--- src/rtl/fifo_uart_tx.sv ---
// Pops bytes from a first-word-fall-through FIFO and serialises them as UART frames on tx.
// Optional even-parity bit between data and stop: define FIFO_UART_TX_PARITY_EN.
module fifo_uart_tx #(
    parameter int DAT_WIDTH = 8,
    parameter int BAUD_DIV  = 434
) (
    input  logic                 clk,
    input  logic                 reset,
    input  logic                 enable,
    input  logic                 fifo_empty,
    input  logic [DAT_WIDTH-1:0] fifo_data,
    output logic                 fifo_rd,
    output logic                 tx,
    output logic                 busy
);
    localparam int CW = $clog2(BAUD_DIV);
    localparam int BW = (DAT_WIDTH > 1) ? $clog2(DAT_WIDTH) : 1;
    localparam logic [CW-1:0] BAUD_LAST = CW'(BAUD_DIV - 1);
    localparam logic [BW-1:0] BIT_LAST  = BW'(DAT_WIDTH - 1);

    typedef enum logic [2:0] {
        S_IDLE,
        S_START,
        S_DATA,
`ifdef FIFO_UART_TX_PARITY_EN
        S_PARITY,
`endif
        S_STOP
    } state_t;

    state_t               state, state_nxt;
    logic [CW-1:0]        baud_cnt, baud_nxt;
    logic [BW-1:0]        bit_cnt, bit_nxt;
    logic [DAT_WIDTH-1:0] shift_reg, shift_nxt;
    logic                 tx_nxt, busy_nxt, bit_end, load;

`ifdef FIFO_UART_TX_PARITY_EN
    logic parity_bit;

    // Parity is taken from the word as popped, so it does not depend on the shifter.
    always_ff @(posedge clk or posedge reset) begin
        if (reset)     parity_bit <= 1'b0;
        else if (load) parity_bit <= ^fifo_data;
    end
`endif

    always_ff @(posedge clk or posedge reset) begin
        if (reset) begin
            state     <= S_IDLE;
            baud_cnt  <= '0;
            bit_cnt   <= '0;
            shift_reg <= '0;
            tx        <= 1'b1;
            busy      <= 1'b0;
        end else begin
            state     <= state_nxt;
            baud_cnt  <= baud_nxt;
            bit_cnt   <= bit_nxt;
            shift_reg <= shift_nxt;
            tx        <= tx_nxt;
            busy      <= busy_nxt;
        end
    end

    // tx and busy are registered from the next-state values so the line never glitches.
    always_comb begin
        bit_end   = (baud_cnt == BAUD_LAST);
        load      = ((state == S_IDLE) || ((state == S_STOP) && bit_end)) && enable && !fifo_empty;
        state_nxt = state;
        baud_nxt  = bit_end ? '0 : baud_cnt + 1'b1;
        bit_nxt   = bit_cnt;
        shift_nxt = shift_reg;
        tx_nxt    = tx;
        case (state)
            S_IDLE: begin
                baud_nxt = '0;
                tx_nxt   = 1'b1;
            end
            S_START: begin
                if (bit_end) begin
                    state_nxt = S_DATA;
                    bit_nxt   = '0;
                    tx_nxt    = shift_reg[0];
                end
            end
            S_DATA: begin
                if (bit_end) begin
                    shift_nxt = shift_reg >> 1;
                    if (bit_cnt == BIT_LAST) begin
`ifdef FIFO_UART_TX_PARITY_EN
                        state_nxt = S_PARITY;
                        tx_nxt    = parity_bit;
`else
                        state_nxt = S_STOP;
                        tx_nxt    = 1'b1;
`endif
                    end else begin
                        bit_nxt = bit_cnt + 1'b1;
                        tx_nxt  = shift_nxt[0];
                    end
                end
            end
`ifdef FIFO_UART_TX_PARITY_EN
            S_PARITY: begin
                if (bit_end) begin
                    state_nxt = S_STOP;
                    tx_nxt    = 1'b1;
                end
            end
`endif
            S_STOP: begin
                if (bit_end) begin
                    state_nxt = S_IDLE;
                    tx_nxt    = 1'b1;
                end
            end
            default: begin
                state_nxt = S_IDLE;
                tx_nxt    = 1'b1;
            end
        endcase
        // A load in the last stop cycle starts the next frame with no idle gap.
        if (load) begin
            state_nxt = S_START;
            baud_nxt  = '0;
            shift_nxt = fifo_data;
            tx_nxt    = 1'b0;
        end
        busy_nxt = (state_nxt != S_IDLE);
        fifo_rd  = load;
    end
endmodule

--- config.mk ---
export PLATFORM = sky130hd
export DESIGN_NAME = fifo_uart_tx
export DESIGN_NICKNAME = d
export VERILOG_FILES = /design/src/rtl/fifo_uart_tx.sv
export SDC_FILE = /design/constraint.sdc
export NUM_CORES = 1
export LEC_CHECK = 0
export BUFFER_PORTS_ARGS = -buffer_cell sky130_fd_sc_hd__buf_2
export CAP_MARGIN = 20
export CORE_MARGIN = 2
export CORE_UTILIZATION = 42
export CTS_BUF_LIST = sky130_fd_sc_hd__clkbuf_16
export CTS_CLUSTER_SIZE = 16
export DETAILED_ROUTE_END_ITERATION = 12
export PLACE_DENSITY = 0.58
export SETUP_SLACK_MARGIN = 0.2
export SLEW_MARGIN = 25
export SYNTH_ARGS = -nofsm -noshare
export SYNTH_HDL_FRONTEND = slang
export SYNTH_SLANG_ARGS = --single-unit
export TNS_END_PERCENT = 5
--- constraint.sdc ---
create_clock -name clk -period 2 [get_ports clk]
set_clock_uncertainty 0.1 [all_clocks]
set_input_delay 0.4 -clock clk [delete_from_list [all_inputs] [get_ports clk]]
set_output_delay 0.4 -clock clk [all_outputs]
set_load 0.01 [all_outputs]
==> metrics, run 1 <==
final hold vios=0; end of the critical path=fifo_rd; Req. time, crit path=1.50 ns; CTS root buffer=clkbuf_16; initial antenna violation count=0; Vias per Instance=5.24; pin count of the biggest net entering global routing=15; main flop type after synthesis=dfrtp_1; row count=20; Ant. Diodes=0; P&R area growth vs syn=22.0%; VDD IR-drop max=0.487 mV; flip-flop and latch count after synthesis=25; Final HPWL DP=1930 um; outcome=finished, final reports clean; Hold-fix buffers, CTS=0; share of post-route cells with drive strength above 1=34.7%; Post-Synthesis Cells=119; Reg2Reg Setup Slack=0.23 ns; hold_ws=0.0440 ns; final setup margin=0.0349 ns; max-cap violations=0; htree depth=1; clock latency on the worst-skew pair=0.25 ns; GRT Resource Usage Total=16.8%; filler cell count=276; wire length per cell=13.7 um; vias in the first global route=1030; # DRC=0; Die Wd=60.5 um; Post-Syn Area per Cell=11.3 um^2; Port Buffers=14; critical-path cell list=inv_2 -> ha_4 -> nand4b_4 -> o31ai_4 -> and2_4 -> buf_6; Worst EP arrival=1.47 ns; DIE HEIGHT=60.5 um; global route total overflow=0; via count=1000; Critical path origin=baud_cnt[1]$_DFF_PP0_; final WL=2620 um; Async SR Flop Fraction=100%; DR iter-0 viols=77; fin crit share=98.3%; Area contributors post-synth=dfrtp_1 45%, a221o_1 4.5%, nor2_1 4.2%; maximum clock insertion buffer count=2; Num CTS Buffers=3; Multi-input gate area=672 um^2; biggest area consumer among synthesized cells=dfrtp_1; RSZ-0062 raised after global routing=yes; nets=164; first-pass GRT wire length=4540 um; die area=3660 um^2; Yosys warning count=0; CP max FO=2; Worst path slowest cell=dfrtp_1; Synth cell types=40; Seq. cell area=627 um^2; antenna viol nets, final=0; Synth Cell Area=1340 um^2; Pleak=0.760 nW; min Tclk post-route=1.97 ns; max-slew violation count=0; Crit Reg-Reg Startpoint=baud_cnt[1]$_DFF_PP0_; Register-to-Register Path Depth=7; RD Place Congestion=0.775; sequential area share after synthesis=46.7%; clk sinks=25; RR Endpoint=shift_reg[5]$_DFFE_PP0P_; Setup-failing EPs final=0; Post-synth EDFFs=0; Critical Path Source Type=register; Starting Density=44.0%; DRT Pass-1 Iters=4; core area=3050 um^2; CTS tree=built; pwr/cell area=742 nW/um^2; clock slew at reported path FFs=0.06 ns; fmax=509 MHz; # IOs=15; DP Worst Slack=0.174 ns; Worst setup EP type=output pin; share of the synthesized area in the top cell type=44.7%; HP Class=in2async; Power, Total=1.21 mW; syn_nets=135; CP peak stage delay=0.39 ns; WS Path Type=reg2out; max reg flops=9
through the flow:
step	TNS (ns)	util, %	area, um^2	std cells
global placement	0	48.9	1490	182
CTS	0	53.2	1620	191
global route	-0.0256	53.6	1640	191
detailed placement	0	48.9	1490	182
finish	0	53.6	1640	191
floorplan	0	-	1340	119
logic make-up after synthesis:
| group | count (synthesis) | share of synthesized area (%) |
|---|---|---|
| AO/OA/AOI/OAI | 24 | 14.7 |
| XOR/XNOR | 6 | 3.91 |
| adder cells (fa/ha/maj) | 4 | 3.73 |
| buffers and inverters | 9 | 4.47 |
| flip-flops | 25 | 46.7 |
| multiplexers | 3 | 2.33 |
| other | 1 | 0.279 |
| AND/OR/NAND/NOR | 47 | 23.9 |
what timing repair did:
| item | in CTS | in global routing |
|---|---|---|
| setup endpoints to repair | 7 | 9 |
| pin swaps | 1 | 1 |
| setup buffers | 5 | 0 |
| gates cloned | 0 | 0 |
| gates resized for setup | 3 | 3 |
where the power goes:
group,switching (mW),internal [mW],leakage (nW)
clock network,0.166,0.269,0.0409
registers,0.0383,0.561,0.326
logic,0.0821,0.0979,0.393
per-layer routing:
metal / GRT usage [%] / share of wire (%)
met5: 0 / 0
met3: 5.76 / 2.9
met1: 20.8 / 47
met4: 7.14 / 1.9
met2: 26.9 / 48
synth_stat cells (3+ instances only):
cell / number
inv_1: 5
buf_6: 3
and2_2: 5
dfrtp_1: 24
nand2_1: 4
a221o_1: 6
ha_1: 4
nand3_1: 7
nor2_1: 15
a21oi_1: 3
xnor2_1: 3
xor2_1: 3
critical path: cells and delay by family, from the launching register on:
family | cells | cell delay, ns
flip-flops | 1 | 0.39
AND/OR/NAND/NOR | 2 | 0.31
AO/OA/AOI/OAI | 1 | 0.21
buffers and inverters | 2 | 0.16
adder cells (fa/ha/maj) | 1 | 0.14
cells in the final DEF, fill, tap and decap left out, drive strengths merged, types with 3 or more instances in the layout:
master,n
xnor2,3
xor2,3
nor2,15
ha,4
nand2,4
nor3,3
dfrtp,24
o21ai,4
buf,28
a221o,6
clkbuf,3
nand3,7
and2,6
a21oi,4
nor3b,3
inv,5
layout make-up:
cell class / count / share of cell area (%)
multi-input combinational: 85 / 41.0
sequential: 25 / 38.3
timing repair buffer: 28 / 11.3
clock buffer: 3 / 4.58
tap: 44 / 3.36
inverter: 5 / 1.15
clock inverter: 1 / 0.306
worst min path at each step:
stage / start / endpoint / slack, ns
2_1_floorplan: reset / baud_cnt[0]$_DFF_PP0_ / 0.33
3_3_place_gp: reset / shift_reg[7]$_DFFE_PP0P_ / 0.32
3_5_place_dp: reset / shift_reg[4]$_DFFE_PP0P_ / 0.33
4_1_cts: reset / shift_reg[4]$_DFFE_PP0P_ / 0.05
5_1_grt: reset / shift_reg[4]$_DFFE_PP0P_ / 0.08
6_report: reset / shift_reg[4]$_DFFE_PP0P_ / 0.04
Note: power is estimated with default switching activity, not from simulation.
==> run 2: changes to the inputs <==
- BUFFER_PORTS_ARGS: -buffer_cell sky130_fd_sc_hd__buf_2 -> default
- DONT_BUFFER_PORTS: default -> 1
- PLACE_DENSITY: 0.58 -> 0.54
==> metrics, run 2 (synthesis gave the netlist of run 1 again) <==
Setup-failing EPs final=0 (unchanged); HP Class=in2reg; Vias per Instance=5.17 (-1.3%); pwr/cell area=763 nW/um^2 (+2.9%); CP top delay family=simple AND/OR/NAND/NOR gates; antenna viol nets, final=0 (unchanged); GRT Resource Usage Total=15.9% (-0.95 points); Req. time, crit path=1.50 ns (about the same); CTS root buffer=clkbuf_16; Total Neg Setup Slack=0 ns (unchanged); RSZ-0062 raised after global routing=yes; fin crit share=94.5% (-3.8 points); Starting Density=44.0% (unchanged); max-slew violation count=0 (unchanged); gr busiest metal=met2; first-pass GRT wire length=4320 um (-4.9%); most frequent cells in the layout=24 x dfrtp_1, 15 x nor2_1, 15 x buf_4, 7 x nand3_1, 6 x a221o_1; fmax=529 MHz (+4.0%); wire length per cell=14.4 um (+4.9%); row count=20 (unchanged); Final Non-Filler Cells=179 (-6.3%); share of post-route cells with drive strength above 1=26.7% (-8.0 points); Die Wd=60.5 um (unchanged); vias in the first global route=912 (-11%); VDD IR-drop max=0.437 mV (-10%); CP max FO=5 (+3); clock slew at reported path FFs=0.06 ns (about the same); outcome=finished, final reports clean; initial antenna violation count=0 (unchanged); max-cap violations=0 (unchanged); # DRC=0 (unchanged); P&R area growth vs syn=17.0%; Critical Path Source Type=register; Pleak=0.711 nW (-6.4%); Worst setup EP type=output pin; die area=3660 um^2 (unchanged); core area=3050 um^2 (unchanged); M1 GR Usage=22.6% (+1.8 points); final WL=2570 um (-1.7%); CP Buf/Inv Count=0 (-2); most common cell after layout, fill and taps aside=dfrtp_1; Num CTS Buffers=3 (unchanged); htree depth=1 (unchanged); maximum clock insertion buffer count=2 (unchanged); DR iter-0 viols=46 (-40%); final hold vios=0 (unchanged); clock latency on the worst-skew pair=0.26 ns (about the same); WS Path Type=reg2out; Worst EP arrival=1.39 ns (-0.08 ns); via count=925 (-7.5%); Worst path slowest cell=dfrtp_1; CP peak stage delay=0.42 ns (+0.03 ns); global route total overflow=0 (unchanged); M3 GR Usage=2.77% (-3.0 points); placed cells=167 (-8.2%); pin count of the biggest net entering global routing=26 (+11); max reg flops=9 (unchanged); Ant. Diodes=0 (unchanged); grt met2 use=24.8% (-2.0 points); nets=152 (-7.3%); critical-path cell list=nand4bb_4 -> o31ai_4 -> and2_4; DRT Pass-1 Iters=4 (unchanged); min Tclk post-route=1.89 ns (-0.0751 ns); DIE HEIGHT=60.5 um (unchanged); Final HPWL DP=1840 um (-4.5%); clk sinks=25 (unchanged); Reg2Reg Setup Slack=0.16 ns (-0.07 ns); Port Buffers=0 (-14); RD Place Congestion=0.759 (-2.0%); fin util=51.4% (-2.2 points); CTS tree=built; # IOs=15 (unchanged)
## run 2: timing repair
item	4_1_cts	5_1_grt
setup buffers	6	1
gates resized for setup	3	0
hold buffers	1	0
pin swaps	2	1
setup endpoints to repair	11	12
endpoints found under the hold margin	24	0
## run 2: report_power, final
| part | leakage (nW) | total (mW) | switching [mW] | internal, mW |
|---|---|---|---|---|
| combinational | 0.342 | 0.161 | 0.0724 | 0.0885 |
| clock | 0.0423 | 0.437 | 0.170 | 0.267 |
| sequential | 0.326 | 0.600 | 0.0385 | 0.561 |
## run 2: cell type report
type / instances / area [um^2]
repair buffers: 16 / 123
fillers: 290 / 1480
clock buffers: 3 / 75.1
flip-flops and latches: 25 / 627
inverters: 5 / 18.8
clock inverters: 1 / 3.75
multi-input cells: 85 / 668
well taps: 44 / 55.1
## run 2: metal layers
layer  up-vias  part of all wire (%)
met5         -                     0
met4         0                  0.82
met3         2                   5.4
met2        21                    45
met1       442                    49
li1        460                     -
## run 2: path summary, 6_finish.rpt
kind                                            start                  endpoint  cells past startpoint
worst max register to register  baud_cnt[6]$_DFF_PP0_  shift_reg[0]$_DFFE_PP0P_                      6
worst min register to register         tx$_DFFE_PP1P_            tx$_DFFE_PP1P_                      1
min in group asynchronous                       reset  shift_reg[6]$_DFFE_PP0P_                      3
max in group asynchronous                       reset            tx$_DFFE_PP1P_                      3
worst min-delay path                     fifo_data[2]  shift_reg[2]$_DFFE_PP0P_                      1
worst max-delay path            baud_cnt[6]$_DFF_PP0_                   fifo_rd                      3
## run 2: metrics by stage
stage / hold slack [ns] / worst slack, ns / cell area (um^2) / total power [mW]
floorplan: 0.327 / 0.150 / 1340 / 0.712
global placement: 0.259 / 0.192 / 1420 / 0.740
detailed placement: 0.267 / 0.143 / 1420 / 0.743
CTS: 0.185 / 0.0494 / 1560 / 1.21
global route: 0.186 / 0.0378 / 1570 / 1.26
finish: 0.186 / 0.110 / 1570 / 1.20
## run 2: worst reg2reg max path: stages, from the launching register on
cell and delay, ns:
dfrtp_1 0.42, nand4bb_4 0.23, o31ai_4 0.29, buf_4 0.15, buf_4 0.12, a21oi_2 0.10
a221o_1 0.32
==> run 3: changes to the inputs <==
- CELL_PAD_IN_SITES_DETAIL_PLACEMENT: default -> 1
- CELL_PAD_IN_SITES_GLOBAL_PLACEMENT: default -> 1
- PLACE_DENSITY: 0.54 -> 0.66
- SLEW_MARGIN: 25 -> default
==> metrics, run 3 (synthesis gave the netlist of run 1 again) <==
core area=3050 um^2 (unchanged); Vias per Instance=5.21 (+0.86%); pwr/cell area=772 nW/um^2 (+1.3%); Ant. Diodes=0 (unchanged); Port Buffers=0 (unchanged); fmax=520 MHz (-1.7%); Num CTS Buffers=3 (unchanged); maximum clock insertion buffer count=2 (unchanged); fin crit share=96.1% (+1.6 points); max-cap violations=0 (unchanged); via count=933 (+0.86%); # DRC=0 (unchanged); GRT Resource Usage Total=17.7% (+1.9 points); Req. time, crit path=1.50 ns (about the same); htree depth=1 (unchanged); P&R area growth vs syn=17.0% (unchanged); row count=20 (unchanged); most common cell after layout, fill and taps aside=dfrtp_1; RD Place Congestion=0.755 (-0.65%); Final HPWL DP=2050 um (+11%); pin count of the biggest net entering global routing=15 (-42%); wire length per cell=15.6 um (+8.5%); final hold vios=0 (unchanged); WS Path Type=reg2out; HP Class=in2reg; DR iter-0 viols=37 (-20%); filler cell count=343 (+18%); Total Neg Setup Slack=0 ns (unchanged); Starting Density=44.0% (unchanged); Pleak=0.712 nW (+0.14%); final WL=2790 um (+8.5%); antenna viol nets, final=0 (unchanged); clock slew at reported path FFs=0.06 ns (about the same); Seq. cell area=627 um^2 (unchanged); DIE HEIGHT=60.5 um (unchanged); Worst setup EP type=output pin; max reg flops=9 (unchanged); CTS root buffer=clkbuf_16; RSZ-0062 raised after global routing=yes; first-pass GRT wire length=4710 um (+9.1%); global route total overflow=0 (unchanged); vias in the first global route=1016 (+11%); Reg2Reg Setup Slack=0.16 ns (about the same); final setup margin=0.0770 ns (-0.0329 ns); Die Wd=60.5 um (unchanged); CTS tree=built; DRT Pass-1 Iters=2 (-2); clock latency on the worst-skew pair=0.25 ns (about the same); nets=152 (unchanged); Multi-input gate area=668 um^2 (unchanged); DP Worst Slack=0.117 ns (-0.0265 ns); outcome=finished, final reports clean; share of post-route cells with drive strength above 1=26.7% (unchanged); # IOs=15 (unchanged); most frequent cells in the layout=24 x dfrtp_1, 15 x nor2_1, 15 x buf_4, 7 x nand3_1, 6 x a221o_1; initial antenna violation count=0 (unchanged); Worst EP arrival=1.42 ns (+0.03 ns); min Tclk post-route=1.92 ns (+0.0329 ns); max-slew violation count=0 (unchanged); die area=3660 um^2 (unchanged); CP max FO=7 (+2); clk sinks=25 (unchanged); Critical Path Source Type=register; VDD IR-drop max=0.420 mV (-3.8%); Setup-failing EPs final=0 (unchanged)
run 3: cell counts in the layout (fill, tap and decap cells not counted):
Identical to the previous run, type by type.
run 3: path summary, 6_finish.rpt:
check | endpoint | from | cells past startpoint
worst max-delay path | fifo_rd | baud_cnt[1]$_DFF_PP0_ | 5
worst min-delay path | shift_reg[4]$_DFFE_PP0P_ | fifo_data[4] | 2
worst max register to register | bit_cnt[0]$_DFFE_PP0P_ | baud_cnt[1]$_DFF_PP0_ | 7
worst min register to register | tx$_DFFE_PP1P_ | tx$_DFFE_PP1P_ | 1
max in group asynchronous | bit_cnt[2]$_DFFE_PP0P_ | reset | 3
min in group asynchronous | shift_reg[7]$_DFFE_PP0P_ | reset | 2
run 3: power breakdown:
part           internal [mW]  switching, mW  total [mW]  leakage (nW)
combinational         0.0978         0.0818       0.180         0.343
clock                  0.267          0.164       0.431        0.0423
sequential             0.561         0.0406       0.602         0.326
run 3: per-layer routing:
| layer | global-route usage, % | up-vias | wire length [um] |
|---|---|---|---|
| li1 | - | 456 | - |
| met1 | 23.6 | 464 | 1280 |
| met2 | 29.2 | 8 | 1430 |
| met3 | 2.56 | 5 | 33 |
| met4 | 7.45 | 0 | 51 |
| met5 | 0 | - | 0 |
run 3: what timing repair did:
action,CTS,global route
buffers inserted,5,3
resized for setup,3,0
hold buffers,1,0
pin swaps,2,1
endpoints found under the hold margin,10,0
endpoints found under the setup margin,10,12
run 3: per-stage QoR:
step / power (mW) / area, um^2 / util, % / hold WS (ns) / instances
detailed placement: 0.752 / 1410 / 46.1 / 0.222 / 166
global route: 1.28 / 1570 / 51.4 / 0.184 / 179
finish: 1.21 / 1570 / 51.4 / 0.188 / 179
CTS: 1.21 / 1550 / 50.7 / 0.190 / 176
floorplan: 0.712 / 1340 / - / 0.327 / 119
global placement: 0.740 / 1410 / 46.1 / 0.213 / 166
run 3: area by class of cell:
class	count	area share, %
tap	44	3.51
timing repair buffer	16	7.81
sequential	25	39.9
inverter	5	1.20
multi-input combinational	85	42.5
clock inverter	1	0.239
clock buffer	3	4.78
run 3: critical path: stages, from the launching register on:
cell and delay [ns]:
dfrtp_1 0.39, inv_2 0.08, ha_4 0.14, nand4b_4 0.12, o31ai_4 0.21, and2_4 0.24
